[src/rtl/host_loader_pkg.sv]
// Shared types and constants for the host record loader.
package host_loader_pkg;

  typedef enum logic [2:0] {
    IDLE = 3'd0,
    ADDR = 3'd1,
    DATA = 3'd2,
    BUS  = 3'd3,
    CHK  = 3'd4
  } state_t;

  localparam logic [2:0] WB_CTI_CLASSIC = 3'b000;
  localparam logic [1:0] WB_BTE_LINEAR  = 2'b00;

  // Byte counter must index the longer of the two fields, and never be zero bits wide.
  function automatic int cnt_width(input int a_bytes, input int d_bytes);
    int m;
    m = (a_bytes > d_bytes) ? a_bytes : d_bytes;
    if (m < 2) m = 2;
    return $clog2(m);
  endfunction

endpackage

[src/rtl/host_loader_if.sv]
// Byte-stream, Wishbone master and status signals of host_loader, bundled with master/slave views.
interface host_loader_if #(
  parameter int ADDR_BYTES = 4,
  parameter int DATA_BYTES = 4
);
  localparam int AW = 8 * ADDR_BYTES;
  localparam int DW = 8 * DATA_BYTES;

  logic [7:0]      data_i;
  logic            valid_i;
  logic            ack_data;
  logic            done_i;
  logic [AW-1:0]   wb_adr_o;
  logic [DW-1:0]   wb_dat_o;
  logic [DW/8-1:0] wb_sel_o;
  logic            wb_we_o;
  logic            wb_cyc_o;
  logic            wb_stb_o;
  logic [2:0]      wb_cti_o;
  logic [1:0]      wb_bte_o;
  logic            wb_ack_i;
  logic            wb_err_i;
  logic            ack_o;
  logic            err_o;
  logic            hostctrl_cpu_rst;

  modport master (
    input  data_i, valid_i, done_i, wb_ack_i, wb_err_i,
    output ack_data, wb_adr_o, wb_dat_o, wb_sel_o, wb_we_o, wb_cyc_o, wb_stb_o,
           wb_cti_o, wb_bte_o, ack_o, err_o, hostctrl_cpu_rst
  );

  modport slave (
    output data_i, valid_i, done_i, wb_ack_i, wb_err_i,
    input  ack_data, wb_adr_o, wb_dat_o, wb_sel_o, wb_we_o, wb_cyc_o, wb_stb_o,
           wb_cti_o, wb_bte_o, ack_o, err_o, hostctrl_cpu_rst
  );

endinterface

[src/rtl/host_loader_wb_wr.sv]
// Single-write Wishbone classic master with a bounded wait for ack/err.
module host_loader_wb_wr
  import host_loader_pkg::*;
#(
  parameter int AW         = 32,
  parameter int DW         = 32,
  parameter int WB_TIMEOUT = 255
) (
  input  logic            clk_i,
  input  logic            rst_i,
  input  logic            start_i,
  input  logic [AW-1:0]   adr_i,
  input  logic [DW-1:0]   dat_i,
  input  logic            wb_ack_i,
  input  logic            wb_err_i,
  output logic [AW-1:0]   wb_adr_o,
  output logic [DW-1:0]   wb_dat_o,
  output logic [DW/8-1:0] wb_sel_o,
  output logic            wb_we_o,
  output logic            wb_cyc_o,
  output logic            wb_stb_o,
  output logic            done_o,
  output logic            ok_o,
  output logic            err_o
);

  localparam logic [15:0] TO_LAST = 16'(WB_TIMEOUT - 1);

  logic [15:0] r_to;
  logic        w_timeout;
  logic        w_term;

  // The cycle is held for at most WB_TIMEOUT cycles; ack in the last one still counts.
  assign w_timeout = (r_to == TO_LAST);
  assign w_term    = wb_cyc_o & (wb_ack_i | wb_err_i | w_timeout);

  always_ff @(posedge clk_i) begin
    if (rst_i) begin
      wb_adr_o <= '0;
      wb_dat_o <= '0;
      wb_sel_o <= '0;
      wb_we_o  <= 1'b0;
      wb_cyc_o <= 1'b0;
      wb_stb_o <= 1'b0;
      done_o   <= 1'b0;
      ok_o     <= 1'b0;
      err_o    <= 1'b0;
      r_to     <= '0;
    end else begin
      done_o <= 1'b0;
      ok_o   <= 1'b0;
      err_o  <= 1'b0;
      if (start_i && !wb_cyc_o) begin
        wb_adr_o <= adr_i;
        wb_dat_o <= dat_i;
        wb_sel_o <= '1;
        wb_we_o  <= 1'b1;
        wb_cyc_o <= 1'b1;
        wb_stb_o <= 1'b1;
        r_to     <= '0;
      end else if (w_term) begin
        wb_sel_o <= '0;
        wb_we_o  <= 1'b0;
        wb_cyc_o <= 1'b0;
        wb_stb_o <= 1'b0;
        done_o   <= 1'b1;
        ok_o     <= wb_ack_i & ~wb_err_i;
        err_o    <= wb_err_i | ~wb_ack_i;
      end else if (wb_cyc_o) begin
        r_to <= r_to + 16'd1;
      end
    end
  end

endmodule

[src/rtl/host_loader.sv]
// Assembles little-endian {address, data} records from a byte stream and writes each over Wishbone.
// Build option HOST_LOADER_CHECKSUM_EN: each record carries a trailing byte making the byte sum 0x00.
module host_loader
  import host_loader_pkg::*;
#(
  parameter int ADDR_BYTES = 4,
  parameter int DATA_BYTES = 4,
  parameter int WB_TIMEOUT = 255
) (
  input  logic          clk_i,
  input  logic          rst_i,
  host_loader_if.master bus
);

  localparam int AW = 8 * ADDR_BYTES;
  localparam int DW = 8 * DATA_BYTES;
  localparam int CW = cnt_width(ADDR_BYTES, DATA_BYTES);
  localparam logic [CW-1:0] ADDR_LAST = CW'(ADDR_BYTES - 1);
  localparam logic [CW-1:0] DATA_LAST = CW'(DATA_BYTES - 1);

  state_t        r_state;
  logic [CW-1:0] r_cnt;
  logic [AW-1:0] r_addr, w_addr_nx;
  logic [DW-1:0] r_dat, w_dat_nx;
  logic          r_cpu_rst;
  logic          r_err;
  logic          w_accept, w_addr_last, w_data_last, w_start;
  logic          w_wr_done, w_wr_ok, w_wr_err;

  assign w_addr_last = (r_cnt == ADDR_LAST);
  assign w_data_last = (r_cnt == DATA_LAST);

`ifdef HOST_LOADER_CHECKSUM_EN
  logic [7:0] r_sum, w_sum_nx;
  assign w_sum_nx = r_sum + bus.data_i;
  assign w_accept = bus.valid_i & (r_state == ADDR | r_state == DATA | r_state == CHK);
  assign w_start  = w_accept & (r_state == CHK) & (w_sum_nx == 8'h00);
`else
  assign w_accept = bus.valid_i & (r_state == ADDR | r_state == DATA);
  assign w_start  = w_accept & (r_state == DATA) & w_data_last;
`endif

  // Field images including the byte being accepted, so the bus write can launch on the same edge.
  always_comb begin
    w_addr_nx = r_addr;
    w_dat_nx  = r_dat;
    for (int k = 0; k < ADDR_BYTES; k++)
      if (r_state == ADDR && r_cnt == CW'(k)) w_addr_nx[8*k +: 8] = bus.data_i;
    for (int k = 0; k < DATA_BYTES; k++)
      if (r_state == DATA && r_cnt == CW'(k)) w_dat_nx[8*k +: 8] = bus.data_i;
  end

  always_ff @(posedge clk_i) begin
    if (w_accept && r_state == ADDR) r_addr <= w_addr_nx;
    if (w_accept && r_state == DATA) r_dat  <= w_dat_nx;
  end

  always_ff @(posedge clk_i) begin
    if (rst_i) begin
      r_state   <= IDLE;
      r_cnt     <= '0;
      r_cpu_rst <= 1'b0;
      r_err     <= 1'b0;
`ifdef HOST_LOADER_CHECKSUM_EN
      r_sum     <= 8'h00;
`endif
    end else begin
      if (w_wr_err) r_err <= 1'b1;
`ifdef HOST_LOADER_CHECKSUM_EN
      if (w_accept) r_sum <= (r_state == CHK) ? 8'h00 : w_sum_nx;
      else if (r_state == IDLE || r_state == BUS) r_sum <= 8'h00;
`endif
      case (r_state)
        IDLE: if (!bus.done_i) begin
          r_state   <= ADDR;
          r_cpu_rst <= 1'b1;
        end
        ADDR: if (w_accept) begin
          if (w_addr_last) begin
            r_cnt   <= '0;
            r_state <= DATA;
          end else begin
            r_cnt <= r_cnt + 1'b1;
          end
        end
        DATA: if (w_accept) begin
          if (w_data_last) begin
            r_cnt <= '0;
`ifdef HOST_LOADER_CHECKSUM_EN
            r_state <= CHK;
`else
            r_state <= BUS;
`endif
          end else begin
            r_cnt <= r_cnt + 1'b1;
          end
        end
`ifdef HOST_LOADER_CHECKSUM_EN
        CHK: if (w_accept) begin
          if (w_sum_nx == 8'h00) begin
            r_state <= BUS;
          end else begin
            r_err <= 1'b1;
            if (bus.done_i) begin
              r_state   <= IDLE;
              r_cpu_rst <= 1'b0;
            end else begin
              r_state <= ADDR;
            end
          end
        end
`endif
        BUS: if (w_wr_done) begin
          if (bus.done_i) begin
            r_state   <= IDLE;
            r_cpu_rst <= 1'b0;
          end else begin
            r_state <= ADDR;
          end
        end
        default: r_state <= IDLE;
      endcase
    end
  end

  host_loader_wb_wr #(
    .AW         (AW),
    .DW         (DW),
    .WB_TIMEOUT (WB_TIMEOUT)
  ) u_wr (
    .clk_i    (clk_i),
    .rst_i    (rst_i),
    .start_i  (w_start),
    .adr_i    (r_addr),
    .dat_i    (w_dat_nx),
    .wb_ack_i (bus.wb_ack_i),
    .wb_err_i (bus.wb_err_i),
    .wb_adr_o (bus.wb_adr_o),
    .wb_dat_o (bus.wb_dat_o),
    .wb_sel_o (bus.wb_sel_o),
    .wb_we_o  (bus.wb_we_o),
    .wb_cyc_o (bus.wb_cyc_o),
    .wb_stb_o (bus.wb_stb_o),
    .done_o   (w_wr_done),
    .ok_o     (w_wr_ok),
    .err_o    (w_wr_err)
  );

  assign bus.ack_data         = w_accept;
  assign bus.ack_o            = w_wr_ok;
  assign bus.err_o            = r_err;
  assign bus.hostctrl_cpu_rst = r_cpu_rst;
  assign bus.wb_cti_o         = WB_CTI_CLASSIC;
  assign bus.wb_bte_o         = WB_BTE_LINEAR;

endmodule
[src/flat_wrapper.sv]
// flat-port wrapper written by rule: the top's interface ports become plain ports
module host_loader_flat import host_loader_pkg::*;
#(
  parameter int ADDR_BYTES = 4,
  parameter int DATA_BYTES = 4,
  parameter int WB_TIMEOUT = 255
)
  (clk_i, rst_i, bus_data_i, bus_valid_i, bus_done_i, bus_wb_ack_i, bus_wb_err_i, bus_ack_data, bus_wb_adr_o, bus_wb_dat_o, bus_wb_sel_o, bus_wb_we_o, bus_wb_cyc_o, bus_wb_stb_o, bus_wb_cti_o, bus_wb_bte_o, bus_ack_o, bus_err_o, bus_hostctrl_cpu_rst);
  host_loader_if #(.ADDR_BYTES(ADDR_BYTES), .DATA_BYTES(DATA_BYTES)) bus_i ();
  input  logic clk_i;
  input  logic rst_i;
  input wire logic [$bits(bus_i.data_i)-1:0] bus_data_i;
  input wire logic [$bits(bus_i.valid_i)-1:0] bus_valid_i;
  input wire logic [$bits(bus_i.done_i)-1:0] bus_done_i;
  input wire logic [$bits(bus_i.wb_ack_i)-1:0] bus_wb_ack_i;
  input wire logic [$bits(bus_i.wb_err_i)-1:0] bus_wb_err_i;
  output wire logic [$bits(bus_i.ack_data)-1:0] bus_ack_data;
  output wire logic [$bits(bus_i.wb_adr_o)-1:0] bus_wb_adr_o;
  output wire logic [$bits(bus_i.wb_dat_o)-1:0] bus_wb_dat_o;
  output wire logic [$bits(bus_i.wb_sel_o)-1:0] bus_wb_sel_o;
  output wire logic [$bits(bus_i.wb_we_o)-1:0] bus_wb_we_o;
  output wire logic [$bits(bus_i.wb_cyc_o)-1:0] bus_wb_cyc_o;
  output wire logic [$bits(bus_i.wb_stb_o)-1:0] bus_wb_stb_o;
  output wire logic [$bits(bus_i.wb_cti_o)-1:0] bus_wb_cti_o;
  output wire logic [$bits(bus_i.wb_bte_o)-1:0] bus_wb_bte_o;
  output wire logic [$bits(bus_i.ack_o)-1:0] bus_ack_o;
  output wire logic [$bits(bus_i.err_o)-1:0] bus_err_o;
  output wire logic [$bits(bus_i.hostctrl_cpu_rst)-1:0] bus_hostctrl_cpu_rst;
  assign bus_i.data_i = bus_data_i;
  assign bus_i.valid_i = bus_valid_i;
  assign bus_i.done_i = bus_done_i;
  assign bus_i.wb_ack_i = bus_wb_ack_i;
  assign bus_i.wb_err_i = bus_wb_err_i;
  assign bus_ack_data = bus_i.ack_data;
  assign bus_wb_adr_o = bus_i.wb_adr_o;
  assign bus_wb_dat_o = bus_i.wb_dat_o;
  assign bus_wb_sel_o = bus_i.wb_sel_o;
  assign bus_wb_we_o = bus_i.wb_we_o;
  assign bus_wb_cyc_o = bus_i.wb_cyc_o;
  assign bus_wb_stb_o = bus_i.wb_stb_o;
  assign bus_wb_cti_o = bus_i.wb_cti_o;
  assign bus_wb_bte_o = bus_i.wb_bte_o;
  assign bus_ack_o = bus_i.ack_o;
  assign bus_err_o = bus_i.err_o;
  assign bus_hostctrl_cpu_rst = bus_i.hostctrl_cpu_rst;
  host_loader #(.ADDR_BYTES(ADDR_BYTES), .DATA_BYTES(DATA_BYTES), .WB_TIMEOUT(WB_TIMEOUT)) u_core (.clk_i(clk_i), .rst_i(rst_i), .bus(bus_i));
endmodule
[config.mk]
export PLATFORM = sky130hd
export DESIGN_NAME = host_loader_flat
export DESIGN_NICKNAME = d
export VERILOG_FILES = /design/src/rtl/host_loader_pkg.sv /design/src/rtl/host_loader_if.sv /design/src/rtl/host_loader_wb_wr.sv /design/src/rtl/host_loader.sv /design/src/flat_wrapper.sv
export SDC_FILE = /design/constraint.sdc
export NUM_CORES = 1
export LEC_CHECK = 0
export BUFFER_PORTS_ARGS = -buffer_cell sky130_fd_sc_hd__buf_2
export CAP_MARGIN = 20
export CORE_ASPECT_RATIO = 1.5
export CORE_MARGIN = 2
export CORE_UTILIZATION = 35
export CTS_BUF_LIST = sky130_fd_sc_hd__clkbuf_8
export DETAILED_ROUTE_END_ITERATION = 10
export SYNTH_ARGS = -nofsm -noshare
export SYNTH_HDL_FRONTEND = slang
export SYNTH_SLANG_ARGS = --single-unit
export TNS_END_PERCENT = 30
[constraint.sdc]
create_clock -name clk_i -period 3.08 [get_ports clk_i]
set_input_delay 0.462 -clock clk_i [delete_from_list [all_inputs] [get_ports clk_i]]
set_output_delay 0.462 -clock clk_i [all_outputs]
set_load 0.03 [all_outputs]
==> impl_metrics.env, run 1 <==
export IMPL_netlist_instances=556
export IMPL_endpoint_kind="output pin"
export IMPL_htree_levels=4
export IMPL_relSlewSlack=0.6290
export IMPL_finalCriticalPeriod_ns=2.222
export IMPL_hp_class="input port to flop"
export IMPL_status="complete, no violations"
export IMPL_p_leak_nw=2.642
export IMPL_firstDrtPassIters=4
export IMPL_grt_start_max_net_pins=54
export IMPL_cts_root_buf="clkbuf_8"
export IMPL_io_pins=94
export IMPL_seq_area_frac_synth=0.6106
export IMPL_synth_top_area_frac=0.3151
export IMPL_ys_flop_type="dfxtp_1"
export IMPL_worst_pin_slew_ns=0.5541
export IMPL_cpMostUsedCell="inv_1"
export IMPL_worstSetupPathType="flop to output pin"
export IMPL_power_density_mw_per_mm2=586.5
export IMPL_cp_slowest_cell="dfxtp_1"
export IMPL_cts_buffers=17
export IMPL_worstSetupStartpointType="flop"
export IMPL_crit_arrival_ns=1.76
export IMPL_maxCapViolCount=0
export IMPL_clock_skew_ns=0.01157
export IMPL_worstPathRequired_ns=2.62
export IMPL_final_common_cell="nand2_1"
export IMPL_clock_sinks=154
export IMPL_die_w_um=111.8
export IMPL_crit_chain="inv_1 -> ha_1 -> nand2_1 -> inv_1 -> buf_2"
export IMPL_clkLatencyLatePin_ns=0.45
export IMPL_yosys_top_cells_area="edfxtp_1 32%, dfxtp_1 30%, nand2_1 8.1%"
export IMPL_globalRouteTotalUtil=0.1437
export IMPL_avgSynthCellArea_um2=10.97
export IMPL_via_per_inst=4.878
export IMPL_fillCellCount=1678
export IMPL_max_stage_delay_ns=0.39
export IMPL_die_h_um=165.7
export IMPL_tns_ns=0
export IMPL_die_area_mm2=0.01852
export IMPL_slew_violations=0
export IMPL_syn_to_final_growth_pct=15.78
export IMPL_ir_worst_vdd_mv=0.2552
export IMPL_drive_gt1_frac=0.2646
export IMPL_synth_warnings=0
export IMPL_coreArea_mm2=0.01720
export IMPL_postCtsResizedCells=0
export IMPL_cts_setup_buffers=0
export IMPL_setup_viol=0
export IMPL_rsz0062_at_grt="false"
export IMPL_place_port_buffers=88
export IMPL_synth_cell_type_count=52
export IMPL_hpwl_um=9295
export IMPL_diodes=0
export IMPL_synth_largest_area_cell="edfxtp_1"
export IMPL_start_util=0.3546
export IMPL_ys_ff_latch=154
export IMPL_timing_hold_violations_final=0
export IMPL_min_period_over_period=0.7214
export IMPL_layout_common_cells="132 x nand2_1, 90 x dfxtp_1, 88 x buf_2"
export IMPL_routabilityCongestion=0.8233
export IMPL_cts_buffer_depth=2
export IMPL_wl_per_cell_um=15.23
export IMPL_tritoncts="yes"
export IMPL_grt_pass1_vias=4098
export IMPL_grt_pass1_wl_um=21050
export IMPL_overflow=0
export IMPL_antenna_found_initial=0
export IMPL_fmax_mhz=450.1
export IMPL_crit_fanout=6
export IMPL_ys_async_sr_fraction=0
export IMPL_clk_pin_slew_ns=0.09
export IMPL_path_buf_inv=3
export IMPL_num_rows=59
export IMPL_cts_hold_buf=0
export IMPL_whs_ns=0.2534
export IMPL_antenna_left=0
export IMPL_synth_edf_count=64
export IMPL_finalNetCount=661
export IMPL_drc=0
export IMPL_wirelength_um=13150
export IMPL_synth_area_mm2=0.006098
export IMPL_cp_top_family="buffers and inverters"
export IMPL_via_count=4210
export IMPL_first_iter_violations=147
[stage by stage]
stage	setup slack [ns]	cell area [um2]	utilization	power, mW	cells
finish	0.8581	7061	0.4105	4.141	863
global route	0.7255	7061	0.4105	4.319	863
global placement	1.054	6679	0.3883	2.703	831
floorplan	1.108	6113	-	2.603	560
CTS	0.8313	7061	0.4105	4.182	863
detailed placement	0.9579	6679	0.3883	2.729	831
[kinds of logic (layout without fill, tap and decap cells)]
group / Yosys count / after routing / synth area share
AOI/OAI and AO/OA: 94 / 94 / 0.08720
xor gates and xnor gates: 1 / 1 / 0.001436
adders and majority gates: 10 / 10 / 0.02052
buffers and inverters: 45 / 135 / 0.03837
DFF: 154 / 154 / 0.6106
muxes: 46 / 46 / 0.08207
other: 1 / 5 / 0.0006149
and+or+nand+nor: 205 / 205 / 0.1592
[cell usage after synthesis (4+ instances only)]
library cell  count
or3_1             5
nand4_1           8
nor2_1           19
ha_1             10
dfxtp_1          90
nor3_1            4
mux2i_1          14
a21oi_1          72
mux2_2           32
buf_2             7
nand3_1           8
inv_1             9
and3_1            4
edfxtp_1         64
clkbuf_1         14
nand2_1         132
buf_4            12
[worst paths after layout]
path	startpoint	to	slack (ns)	depth (start not counted)
setup reg to reg	u_core.r_state[0]	u_core.u_wr.r_to[6]	0.96	7
setup / recovery	u_core.r_state[1]	bus_ack_data	0.86	5
hold reg to reg	u_core.u_wr.err_o	u_core.bus.err_o	0.44	2
hold / removal	bus_wb_err_i	u_core.u_wr.ok_o	0.25	2
[state kept, by name, indices dropped and copies added (netlist names), 2 cells and up]
register,cells
u_core.r_addr,32
u_core.r_dat,32
u_core.u_wr.wb_adr_o,32
u_core.u_wr.wb_dat_o,32
u_core.u_wr.r_to,16
u_core.r_cnt,2
u_core.r_state,2
[area by class of cell]
type / instances / area [um2] / share of cell area
clock inverter: 15 / 147.6 / 0.02091
tap: 213 / 266.5 / 0.03775
inverter: 9 / 33.78 / 0.004785
clock buffer: 17 / 234.0 / 0.03314
sequential: 154 / 3724 / 0.5274
timing repair buffer: 94 / 498.0 / 0.07053
multi-input combinational: 361 / 2157 / 0.3055
[report_power, final]
part | total [mW] | internal (mW) | switching (mW)
Combinational | 0.419 | 0.150 | 0.269
Sequential | 2.26 | 2.23 | 0.0340
Clock | 1.46 | 0.606 | 0.853
Total | 4.14 | 2.98 | 1.16
[metal layers]
layer | vias up | part of all wire | track usage
li1 | 2106 | - | -
met5 | - | 0 | 0
met2 | 71 | 0.54 | 0.2638
met4 | 0 | 0.020 | 0.06280
met3 | 22 | 0.033 | 0.03110
met1 | 2011 | 0.41 | 0.1571
[worst register-to-register path, cell delays in order, from the launching register on]
cell	delay, ns
dfxtp_1	0.40
inv_1	0.08
ha_1	0.30
nand4b_1	0.16
buf_4	0.29
nand2b_1	0.32
a2111o_1	0.44
o21ai_1	0.07
(Power assumes the default switching activity.)
==> inputs of run 2 (changes only) <==
==> constraint.sdc (replaced) <==
create_clock -name clk_i -period 2.1 [get_ports clk_i]
set_input_delay 0.315 -clock clk_i [delete_from_list [all_inputs] [get_ports clk_i]]
set_output_delay 0.315 -clock clk_i [all_outputs]
set_load 0.03 [all_outputs]
==> run 2 against run 1 <==
- die area unchanged
- via count up 0.93%
- combinational power grew 50%
- clock power is 50% higher
- hold slack got worse by 0.14 ns
- flip-flop and latch count unchanged
- highest routed layer unchanged
==> impl_metrics.env, run 2 (synthesis gave the netlist of run 1 again) <==
export IMPL_r2r_slack_ns=0.19
export IMPL_coreArea_mm2=0.01720
export IMPL_finalCriticalPeriod_ns=1.950
export IMPL_diodes=0
export IMPL_firstDrtPassIters=4
export IMPL_grt_start_max_net_pins=58
export IMPL_slew_violations=0
export IMPL_timing_hold_violations_final=0
export IMPL_start_util=0.3546
export IMPL_crit_fanout=6
export IMPL_min_path_cells=2
export IMPL_status="complete, no violations"
export IMPL_worst_pin_slew_ns=0.5973
export IMPL_worstSetupPathType="flop to output pin"
export IMPL_num_rows=59
export IMPL_syn_to_final_growth_pct=17.36
export IMPL_htree_levels=4
export IMPL_first_iter_violations=157
export IMPL_relSlewSlack=0.6008
export IMPL_maxCapViolCount=0
export IMPL_antenna_found_initial=0
export IMPL_holdPathEnd="u_core.u_wr.ok_o"
export IMPL_cts_setup_buffers=0
export IMPL_layout_common_cells="132 x nand2_1, 88 x dfxtp_1, 87 x buf_2"
export IMPL_power_density_mw_per_mm2=858.1
export IMPL_routabilityCongestion=0.8005
export IMPL_die_w_um=111.8
export IMPL_hp_start="bus_wb_err_i"
export IMPL_worstPathRequired_ns=1.78
export IMPL_final_common_cell="nand2_1"
export IMPL_endpoint_kind="output pin"
export IMPL_clock_skew_ns=0.01382
export IMPL_wl_per_cell_um=15.53
export IMPL_r2r_cells=6
export IMPL_globalRouteTotalUtil=0.1483
export IMPL_die_area_mm2=0.01852
export IMPL_io_pins=94
export IMPL_place_port_buffers=88
export IMPL_grt_pass1_vias=4258
export IMPL_hpwl_um=9508
export IMPL_grt_pass1_wl_um=21570
export IMPL_crit_arrival_ns=1.64
export IMPL_fillCellCount=1675
export IMPL_tns_ns=0
export IMPL_clk_pin_slew_ns=0.09
export IMPL_cts_hold_buf=0
export IMPL_hp_class="input port to flop"
export IMPL_cts_root_buf="clkbuf_8"
export IMPL_rsz0062_at_grt="false"
export IMPL_r2r_end="u_core.r_state[1]"
export IMPL_tritoncts="yes"
export IMPL_r2r_start="u_core.r_state[0]"
export IMPL_clkLatencyLatePin_ns=0.45
export IMPL_antenna_left=0
export IMPL_via_count=4249
export IMPL_finalNetCount=668
export IMPL_drc=0
export IMPL_cts_buffers=17
export IMPL_overflow=0
export IMPL_p_leak_nw=2.687
export IMPL_worstSetupStartpointType="flop"
export IMPL_min_period_over_period=0.9286
export IMPL_ir_worst_vdd_mv=0.3752
export IMPL_clock_sinks=154
export IMPL_fmax_mhz=512.8
export IMPL_die_h_um=165.7
export IMPL_drive_gt1_frac=0.2770
export IMPL_setup_viol=0
export IMPL_timing_final_ws_setup_ns=0.1500
export IMPL_dp_slack_ns=0.1264
export IMPL_whs_ns=0.1089
export IMPL_wirelength_um=13510
export IMPL_cts_buffer_depth=2
export IMPL_via_per_inst=4.884
export IMPL_total_power_mw=6.141
==> run 2: through the flow <==
stage / area [um2] / cells / utilization
after floorplan: 6113 / 560 / -
after global placement: 6756 / 838 / 0.3928
after detailed placement: 6756 / 838 / 0.3928
after CTS: 7152 / 870 / 0.4158
after global routing: 7157 / 870 / 0.4161
final: 7157 / 870 / 0.4161
==> run 2: final cells by class <==
type                       instances  area (um2)  share of cell area
tap                              213       266.5             0.03724
timing repair buffer             101       578.1             0.08077
inverter                           9       33.78            0.004720
clock buffer                      17       234.0             0.03269
multi-input combinational        361        2160              0.3017
sequential                       154        3726              0.5206
clock inverter                    15       158.9             0.02220
==> run 2: where the power goes <==
part           switching [mW]  total [mW]  internal (mW)
Combinational           0.400       0.627          0.227
Clock                    1.21        2.19          0.984
Sequential             0.0509        3.32           3.27
==> run 2: worst max path at each step <==
stage / startpoint / endpoint / cells after the start
6_report: u_core.r_state[0] / bus_ack_data / 5
5_1_grt: u_core.r_state[0] / bus_ack_data / 5
4_1_cts: u_core.r_state[0] / bus_ack_data / 5
3_5_place_dp: u_core.r_state[0] / u_core.r_state[1] / 6
3_3_place_gp: u_core.r_state[0] / u_core.u_wr.wb_dat_o[16] / 6
2_1_floorplan: u_core.r_state[0] / u_core.r_dat[0] / 4
==> run 2: critical path, cell delays in order, from the launching register on <==
cell	delay, ns
dfxtp_2	0.37
inv_1	0.07
ha_1	0.34
nand2_1	0.15
inv_2	0.08
buf_4	0.17
==> run 2: routing by layer <==
metal  global-route usage  routed length (um)  vias to the layer above  share of wire
li1                     -                   -                     2118              -
met1               0.1596                5493                     2030           0.41
met2               0.2767                7295                       78           0.54
met3              0.03805                 468                       23          0.035
met4              0.05260                 250                        0          0.019
met5                    0                   0                        -              0
==> run 2: repair_timing <==
| item | 4_1_cts | 5_1_grt |
|---|---|---|
| gates resized for setup | 1 | 4 |
| pin swaps | 0 | 0 |
| endpoints found under the setup margin | 1 | 26 |
| endpoints found under the hold margin | 0 | 0 |
